## config.mk

```make
export PLATFORM = sky130hd
export DESIGN_NAME = fetch_queue
export DESIGN_NICKNAME = d
export VERILOG_FILES = /design/src/rtl/fetch_queue_pkg.sv /design/src/rtl/fetch_fifo.sv /design/src/rtl/fetch_queue.sv
export SDC_FILE = /design/constraint.sdc
export NUM_CORES = 1
export LEC_CHECK = 0
export BUFFER_PORTS_ARGS = -buffer_cell sky130_fd_sc_hd__buf_2
export CAP_MARGIN = 20
export CELL_PAD_IN_SITES_DETAIL_PLACEMENT = 1
export CELL_PAD_IN_SITES_GLOBAL_PLACEMENT = 1
export CORE_MARGIN = 8
export CORE_UTILIZATION = 29
export DETAILED_ROUTE_END_ITERATION = 10
export PLACE_DENSITY_LB_ADDON = 0.1
export SLEW_MARGIN = 20
export SYNTH_ARGS = -nofsm -noshare
export SYNTH_HDL_FRONTEND = slang
export SYNTH_SLANG_ARGS = --single-unit
```

## constraint.sdc

```tcl
create_clock -name clock -period 10.7 [get_ports clock]
set_input_delay 1.07 -clock clock [delete_from_list [all_inputs] [get_ports clock]]
set_output_delay 1.07 -clock clock [all_outputs]
set_load 0.01 [all_outputs]
```

## src/rtl/fetch_queue_pkg.sv

```systemverilog
// Shared fetch-front-end constants and the buffered instruction bundle.
// RESET_PC default is also used by the other stages' restart logic.
package fetch_queue_pkg;

   localparam logic [31:0] DEFAULT_RESET_PC = 32'hBFC0_0000;
   localparam logic [31:0] WORD = 32'd4;

   typedef struct packed {
      logic [31:0] pc;
      logic [31:0] instr;
   } fetch_item_t;

endpackage

```

## src/rtl/fetch_fifo.sv

```systemverilog
// Small synchronous FIFO of {pc, instr} with push, pop and flush.
// Flush wins over push and pop in the same cycle.
module fetch_fifo
   import fetch_queue_pkg::*;
#(
   parameter  int DEPTH = 4,
   localparam int AW = $clog2(DEPTH),
   localparam int CW = AW + 1
) (
   input  logic          clock,
   input  logic          reset_n,
   input  logic          push,
   input  logic          pop,
   input  logic          flush,
   input  fetch_item_t   wdata,
   output fetch_item_t   rdata,
   output logic [CW-1:0] count,
   output logic          empty,
   output logic          full
);

   fetch_item_t   mem [DEPTH];
   logic [AW-1:0] wr_ptr;
   logic [AW-1:0] rd_ptr;
   logic          do_push;
   logic          do_pop;

   assign empty   = (count == '0);
   assign full    = (count == CW'(DEPTH));
   assign do_push = push & ~flush;
   assign do_pop  = pop & ~empty & ~flush;
   assign rdata   = mem[rd_ptr];

   always_ff @(posedge clock) begin
      if (do_push) mem[wr_ptr] <= wdata;
   end

   always_ff @(posedge clock or negedge reset_n) begin
      if (!reset_n) begin
         wr_ptr <= '0;
         rd_ptr <= '0;
         count  <= '0;
      end else if (flush) begin
         wr_ptr <= '0;
         rd_ptr <= '0;
         count  <= '0;
      end else begin
         if (do_push) wr_ptr <= wr_ptr + AW'(1);
         if (do_pop)  rd_ptr <= rd_ptr + AW'(1);
         unique case ({do_push, do_pop})
            2'b10:   count <= count + CW'(1);
            2'b01:   count <= count - CW'(1);
            default: count <= count;
         endcase
      end
   end

endmodule

```

## src/rtl/fetch_queue.sv

```systemverilog
// Instruction fetch front end: credit-limited sequential requests,
// in-order response buffering and restart with stale-response discard.
module fetch_queue
   import fetch_queue_pkg::*;
#(
   parameter logic [31:0] RESET_PC = DEFAULT_RESET_PC,
   parameter int          DEPTH    = 4
) (
   input  logic        clock,
   input  logic        reset_n,
   input  logic        restart,
   input  logic [31:0] restart_pc,
   input  logic        stall,
   output logic        req_valid,
   output logic [31:0] req_addr,
   input  logic        req_ready,
   input  logic        rsp_valid,
   input  logic [31:0] rsp_data,
   output logic        i_valid,
   output logic [31:0] i_instr,
   output logic [31:0] i_pc,
   output logic [31:0] i_npc,
   output logic [31:0] perf_discarded
);

   localparam int CW = $clog2(DEPTH) + 1;

   logic [31:0]   fetch_pc;
   logic [31:0]   rsp_pc;
   logic [CW-1:0] outstanding;
   logic [CW-1:0] out_next;
   logic [CW-1:0] discard;
   logic [CW-1:0] fifo_count;
   logic [CW-1:0] in_flight;
   logic          fifo_empty;
   logic          fifo_full;
   logic          fifo_push;
   logic          fifo_pop;
   fetch_item_t   fifo_rdata;
   fetch_item_t   rsp_item;
   logic          req_fire;
   logic          rsp_take;
   logic          rsp_drop;
   logic          load_out;
   logic          bypass;

   // The output register is not part of the credit; only the FIFO is.
   assign in_flight = outstanding + fifo_count;
   assign req_valid = reset_n & ~restart
                    & (in_flight < CW'(DEPTH));
   assign req_addr  = fetch_pc;
   assign req_fire  = req_valid & req_ready;

   assign rsp_drop  = rsp_valid & (restart | (discard != '0));
   assign rsp_take  = rsp_valid & ~rsp_drop;
   assign rsp_item  = '{pc: rsp_pc, instr: rsp_data};

   assign load_out  = ~stall | ~i_valid;
   assign bypass    = rsp_take & fifo_empty & load_out;
   assign fifo_push = rsp_take & ~bypass;
   assign fifo_pop  = load_out & ~restart;

   always_comb begin
      out_next = outstanding;
      if (req_fire)  out_next = out_next + CW'(1);
      if (rsp_valid) out_next = out_next - CW'(1);
   end

   fetch_fifo #(
      .DEPTH (DEPTH)
   ) u_fifo (
      .clock   (clock),
      .reset_n (reset_n),
      .push    (fifo_push),
      .pop     (fifo_pop),
      .flush   (restart),
      .wdata   (rsp_item),
      .rdata   (fifo_rdata),
      .count   (fifo_count),
      .empty   (fifo_empty),
      .full    (fifo_full)
   );

   always_ff @(posedge clock or negedge reset_n) begin
      if (!reset_n) begin
         fetch_pc       <= RESET_PC;
         rsp_pc         <= RESET_PC;
         outstanding    <= '0;
         discard        <= '0;
         perf_discarded <= '0;
      end else begin
         outstanding <= out_next;
         if (restart) begin
            fetch_pc <= restart_pc;
            rsp_pc   <= restart_pc;
            discard  <= out_next;
         end else begin
            if (req_fire) fetch_pc <= fetch_pc + WORD;
            if (rsp_take) rsp_pc <= rsp_pc + WORD;
            if (rsp_drop) discard <= discard - CW'(1);
         end
         if (rsp_drop) perf_discarded <= perf_discarded + 32'd1;
      end
   end

   always_ff @(posedge clock or negedge reset_n) begin
      if (!reset_n) begin
         i_valid <= 1'b0;
         i_instr <= '0;
         i_pc    <= RESET_PC;
         i_npc   <= RESET_PC + WORD;
      end else if (restart) begin
         i_valid <= 1'b0;
      end else if (load_out) begin
         if (!fifo_empty) begin
            i_valid <= 1'b1;
            i_instr <= fifo_rdata.instr;
            i_pc    <= fifo_rdata.pc;
            i_npc   <= fifo_rdata.pc + WORD;
         end else if (bypass) begin
            i_valid <= 1'b1;
            i_instr <= rsp_data;
            i_pc    <= rsp_pc;
            i_npc   <= rsp_pc + WORD;
         end else begin
            i_valid <= 1'b0;
         end
      end
   end

   a_rsp_no_outstanding : assert property (
      @(posedge clock) disable iff (!reset_n)
      !(rsp_valid && outstanding == '0));

   a_push_full : assert property (
      @(posedge clock) disable iff (!reset_n)
      !(fifo_push && fifo_full));

endmodule

```

==> results of run 1 <==
==> report_power, final <==
group          total (uW)  switching, uW  internal [uW]
Sequential           2500            311           2190
Combinational        1910           1210            696
Clock                1880            751           1130
Total                6290           2280           4010
==> cell usage in the layout (no fill, tap or decap), types with 5 or more instances in the layout <==
cell,instances
buf_2,230
clkbuf_1,12
nor2_1,143
o22ai_1,10
o21ai_0,55
a21oi_1,40
ha_1,13
and2_1,10
or3_1,5
nand2_1,233
clkinv_2,12
a31oi_1,72
xor2_1,45
nor3_1,21
mux4_2,55
edfxtp_1,256
dfstp_2,37
and4_1,10
o221a_2,7
o211ai_1,6
nand2b_1,6
o311ai_0,12
mux4_1,8
buf_4,21
dfrtp_1,165
clkinv_1,5
bufinv_16,8
mux2i_1,8
mux2_2,8
clkbuf_16,53
nand4_1,37
inv_1,22
and3_1,9
nand3_1,50
nor4_1,7
xnor2_1,75
==> cells by family after synthesis <==
group / count (synthesis) / synth area share, %
muxes: 79 / 7.99
AOI/OAI and AO/OA: 231 / 7.25
and+or+nand+nor: 561 / 12.7
xor gates and xnor gates: 120 / 5.18
DFF: 460 / 63.3
adders and majority gates: 14 / 0.901
buffers and inverters: 120 / 2.66
==> path summary, 6_finish.rpt <==
check | end | slack (ps) | start | cells after the start
max in group asynchronous | u_fifo.rd_ptr[1]$_DFFE_PN0P_ | 7760 | reset_n | 4
setup reg to reg | i_npc[30]$_DFFE_PN0P_ | 6900 | u_fifo.rd_ptr[0]$_DFFE_PN0P_ | 7
min in group clock | i_npc[2]$_DFFE_PN1P_ | 470 | i_npc[2]$_DFFE_PN1P_ | 2
hold / removal | i_instr[6]$_DFFE_PN0P_ | 330 | reset_n | 1
hold reg to reg | i_npc[2]$_DFFE_PN1P_ | 470 | i_npc[2]$_DFFE_PN1P_ | 2
setup / recovery | i_pc[2]$_DFFE_PN0P_ | 6720 | restart | 8
==> flip-flops by register name (all words and copies together), names as in the netlist <==
register and cells:
outstanding 3, u_fifo.mem 256, u_fifo.rd_ptr 2, i_valid 1
rsp_pc 32, i_npc 30, perf_discarded 32, i_pc 32
u_fifo.wr_ptr 2, req_addr 32, discard 3, u_fifo.count 3
i_instr 32
==> area by class of cell <==
type | instances | area share (%)
clock inverter | 31 | 1.53
multi-input combinational | 1005 | 28.8
tap | 940 | 4.87
inverter | 23 | 0.357
sequential | 460 | 53.2
timing repair buffer | 252 | 5.48
clock buffer | 68 | 5.85
==> metal layers <==
metal | global-route usage, % | routed length, um | share of wire [%]
met1 | 22.6 | 30500 | 47
met2 | 26.3 | 30000 | 46
met3 | 2.89 | 2660 | 4.1
met4 | 3.74 | 1310 | 2.0
met5 | 0 | 13 | 0.020
==> worst max-delay path: cells and delay by family <==
kind                   cells  cell delay [ps]
AND/OR/NAND/NOR            4             1750
buffers and inverters      3             1410
AO/OA/AOI/OAI              1              150
==> metrics by stage <==
stage | instance area, um^2 | setup slack [ps]
after global placement | 22400 | 6150
after detailed placement | 22400 | 6040
after CTS | 24200 | 6680
final | 24200 | 6720
after floorplan | 20300 | 6380
after global routing | 24200 | 6310
==> key figures, run 1 <==
Power and ir drop
  • VDD IR-drop max: 0.133 mV
  • Tot Pwr: 6290 uW
  • Cell Pwr Density: 260 nW/um^2
  • LEAKAGE: 0.00892 uW

STA
  • Total negative slack: 0 ps
  • Max Freq: 251 MHz
  • Final Skew: 16.4 ps
  • Hold slack: 331 ps
  • Final Hold Vio Count: 0
  • Fin. max-slew vios: 0
  • Setup Viol. Count Final: 0
  • Period utilization: 37.2%
  • Post-layout min period: 3980 ps
  • Slew headroom: 35.2%
  • Slew at the pin closest to its max-slew limit: 972 ps
  • RSZ-0062 raised after global routing: no

Critical path
  • CP max FO: 86
  • Crit path cell chain: buf_2, nor4bb_4, buf_4, nand2_1, nand2_4, buf_4, nand3_1, o21a_1
  • Critical Path End Type: flop
  • CP max stage delay: 840 ps
  • Worst Path Required: 11,180 ps
  • Worst path slowest cell: nand2_4
  • Worst path most repeated cell: buf_4
  • Worst Path Arrival: 4460 ps
  • Crit path launch type: input pin
  • Worst Setup Path Type: input pin to flop

Placed design
  • GPL Wtd Cong: 0.759
  • DP HPWL: 43.6 mm
  • Inst Count DP: 2,680
  • I/O Buffers: 231

CTS
  • Max Root-Sink Buffers: 3
  • Clk sinks: 460
  • Clk Latency, worst-skew pair: 600 ps
  • Num CTS Buffers: 53
  • Clk root buf: clkbuf_16
  • Post-CTS setup buffers: 0
  • Post-cts repair resize count: 0
  • H-tree levels: 2
  • CTS Hold Bufs: 0
  • Clock transition at path regs: 60 ps
  • CTS tree: done

Layout
  • End-of-flow core utilization: 34.7%
  • Layout cell share with drive strength beyond 1: 25.5%
  • Area Growth Syn to Fin: 19.2%
  • Sequential cell area: 12,800 um^2
  • Ant diodes: 0
  • Nets: 1,879
  • Final std cells w/o fill: 2,779
  • Multi-input logic area: 6950 um^2
  • Fill cells: 7,520

Global route
  • First-pass GRT wire length: 97.7 mm
  • GRT Util Overall: 16.2%
  • Vias in the first global route: 14,800
  • Initial antenna violation count: 2
  • Total grt overflow: 0
  • Largest net degree at the start of global routing: 87

Logic synthesis
  • Net Count, Synth: 1,669
  • YS warnings: 0
  • Register area share after synthesis: 63.3%
  • Mapped Cells: 1,585
  • Synth top cells by count: edfxtp_1, nand2_1, dfrtp_1, nor2_1, xnor2_1
  • Avg Inst Size Synth: 12.8 um^2
  • Synth Register Bits: 460
  • Post-synth top area cell: edfxtp_1
  • Post-synth top flop: edfxtp_1
  • Synth top area share: 37.9%
  • Post-synth EDFFs: 256
  • Most frequent cell after synthesis: edfxtp_1
  • Syn Std Cell Area: 20,300 um^2
  • Post-synth ARST share: 44.3%
  • Largest cells by area after synthesis: edfxtp_1, dfrtp_1, mux4_2
  • Number of library cell types mapped by synthesis: 68

Worst hold path
  • Hold Path Class: input pin to asynchronous set/reset pin

Drt
  • Total Routed Length: 64.5 mm
  • Routed wire per std cell: 23.2 um
  • Antenna Violating Nets Remaining: 0
  • Vias: 13,600
  • 1st-pass router iterations: 5
  • Via density: 4.89
  • DRC Markers: 0
  • DR iter-0 viols: 843

Die
  • IO Pins: 232
  • Die footprint: 78,600 um^2
  • Core ar.: 69,700 um^2
  • Site row count: 97
  • Die Span X: 280 um
  • Initial core utilization: 29.1%
  • Die Y: 280 um

Status
  • Outcome: finished, final reports clean

Job
  • Max-cap check violation count: 0
Power figures use the tool's default switching activity.
==> run 2, diff against run 1 <==
==> constraint.sdc (replaced) <==
create_clock -name clock -period 3.3 [get_ports clock]
set_input_delay 0.33 -clock clock [delete_from_list [all_inputs] [get_ports clock]]
set_output_delay 0.33 -clock clock [all_outputs]
set_load 0.01 [all_outputs]
==> key figures, run 2 (synthesis results as in run 1) <==
Drt
  • DR iter-0 viols: 800
  • 1st-pass router iterations: 4
  • DRC Markers: 0
  • Antenna Violating Nets Remaining: 0
  • Vias: 13,900
  • Via density: 4.85
  • Total Routed Length: 66.0 mm
  • Routed wire per std cell: 23.0 um

Critical path
  • CP max stage delay: 590 ps
  • R2R Setup Slk: 450 ps
  • Reg-to-reg startpoint: u_fifo.count[1]$_DFFE_PN0P_
  • CP max FO: 13
  • Crit path cell chain: ha_1, a31oi_1, xnor2_1, nand2_1, buf_4, nand2_1, o21ai_0, a221o_1
  • Critical Path End Type: flop
  • Worst path most repeated cell: nand2_1
  • Worst Setup SP: u_fifo.count[1]$_DFFE_PN0P_
  • Worst Path Arrival: 3340 ps
  • Crit path launch type: flop
  • Worst Setup Path Type: flop to flop
  • Worst Path Required: 3790 ps
  • Worst path slowest cell: xnor2_1

Die
  • Die Y: 280 um
  • Site row count: 97
  • Die Span X: 280 um
  • Initial core utilization: 29.1%
  • IO Pins: 232
  • Die footprint: 78,600 um^2
  • Core ar.: 69,700 um^2

Global route
  • First-pass GRT wire length: 100 mm
  • Initial antenna violation count: 2
  • Vias in the first global route: 15,300
  • Largest net degree at the start of global routing: 115
  • Total grt overflow: 0
  • GRT Util Overall: 16.6%

Power and ir drop
  • LEAKAGE: 0.00943 uW
  • Cell Pwr Density: 834 nW/um^2
  • VDD IR-drop max: 0.660 mV

CTS
  • Clk Latency, worst-skew pair: 620 ps
  • Post-CTS setup buffers: 0
  • Clk sinks: 460
  • Clk root buf: clkbuf_16
  • Max Root-Sink Buffers: 3
  • Num CTS Buffers: 55
  • H-tree levels: 2
  • CTS tree: done
  • Clock transition at path regs: 60 ps

STA
  • Setup Viol. Count Final: 0
  • Total negative slack: 0 ps
  • Max Freq: 351 MHz
  • RSZ-0062 raised after global routing: no
  • Slew headroom: 33.2%
  • Fin worst setup slack: 453 ps
  • Slew at the pin closest to its max-slew limit: 1000 ps
  • Final Hold Vio Count: 0
  • Fin. max-slew vios: 0
  • Period utilization: 86.3%
  • Final Skew: 25.0 ps
  • Post-layout min period: 2850 ps

Layout
  • Largest Register: u_fifo.mem
  • Max FFs per register: 256
  • Nets: 1,967
  • Most common cell after layout, fill and taps aside: edfxtp_1
  • Area Growth Syn to Fin: 24.4%
  • End-of-flow core utilization: 36.2%
  • Commonest cells after routing, fill and taps aside: edfxtp_1, nand2_1, buf_2, dfrtp_1, nor2_1
  • Layout cell share with drive strength beyond 1: 27.0%
  • Fill cells: 7,492
  • Design area: 25,200 um^2

Job
  • Max-cap check violation count: 0

Placed design
  • I/O Buffers: 231
  • Setup WS pre-CTS: 429 ps
  • Placed instance area: 22,800 um^2
  • GPL Wtd Cong: 0.785
  • DP HPWL: 44.4 mm

Worst hold path
  • Hold_sp: restart_pc[15]
  • Hold Path Class: input pin to flop

Status
  • Outcome: finished, final reports clean
run 2: cell types whose count changed in the layout (fill, tap and decap cells not counted), sizes merged:
cell and delta:
clkbuf -1, diode +1, inv -2, dlygate4sd3 +42, bufinv +3, clkinv +2, buf +44, clkinvlp +3
run 2: critical path: cells and delay by family (launching register included):
family / cells / cell delay (ps)
flip-flops: 1 / 440
adder cells (fa/ha/maj): 1 / 300
buffers and inverters: 1 / 310
AO/OA/AOI/OAI: 3 / 510
XOR/XNOR: 1 / 590
AND/OR/NAND/NOR: 2 / 570
run 2: metrics by stage:
stage               hold slack (ps)  total power (uW)  std cells
floorplan                      34.4             11800       1585
global placement                448             14600       2724
detailed placement              449             14700       2724
CTS                            11.2             21500       2870
global route                   34.0             22400       2870
finish                         42.6             21100       2871
run 2: path summary, 6_finish.rpt:
kind / endpoint / depth (start not counted)
worst max register to register: req_addr[20]$_DFFE_PN0N_ / 8
worst max-delay path: req_addr[20]$_DFFE_PN0N_ / 8
min in group asynchronous: u_fifo.rd_ptr[0]$_DFFE_PN0P_ / 3
worst min register to register: i_npc[2]$_DFFE_PN1P_ / 2
worst min-delay path: req_addr[15]$_DFFE_PN0N_ / 3
max in group asynchronous: perf_discarded[7]$_DFFE_PN0P_ / 4
run 2: timing repair:
action / 4_1_cts / 5_1_grt
endpoints found under the hold margin: 202 / 0
gates resized for setup: 0 / 0
hold buffers: 42 / 0
run 2: routing by layer:
| layer | part of all wire (%) | GRT usage (%) |
|---|---|---|
| met4 | 1.5 | 3.48 |
| met3 | 4.9 | 3.88 |
| met5 | 0 | 0 |
| met1 | 46 | 22.3 |
| met2 | 48 | 27.4 |
run 2: power breakdown:
part           switching [uW]  internal, uW
sequential                823          7100
combinational            4110          2430
clock                    2560          4030
run 2: cell type report:
class                           count  area, um^2  area share, %
Timing Repair Buffer              338        2200           8.73
Multi-Input combinational cell   1005        6950           27.5
Inverter                           23        86.3          0.342
Antenna cell                        1        2.50        0.00992
Sequential cell                   460       12800           50.9
Tap cell                          940        1180           4.66
Clock buffer                       67        1460           5.79
Clock inverter                     37         507           2.01
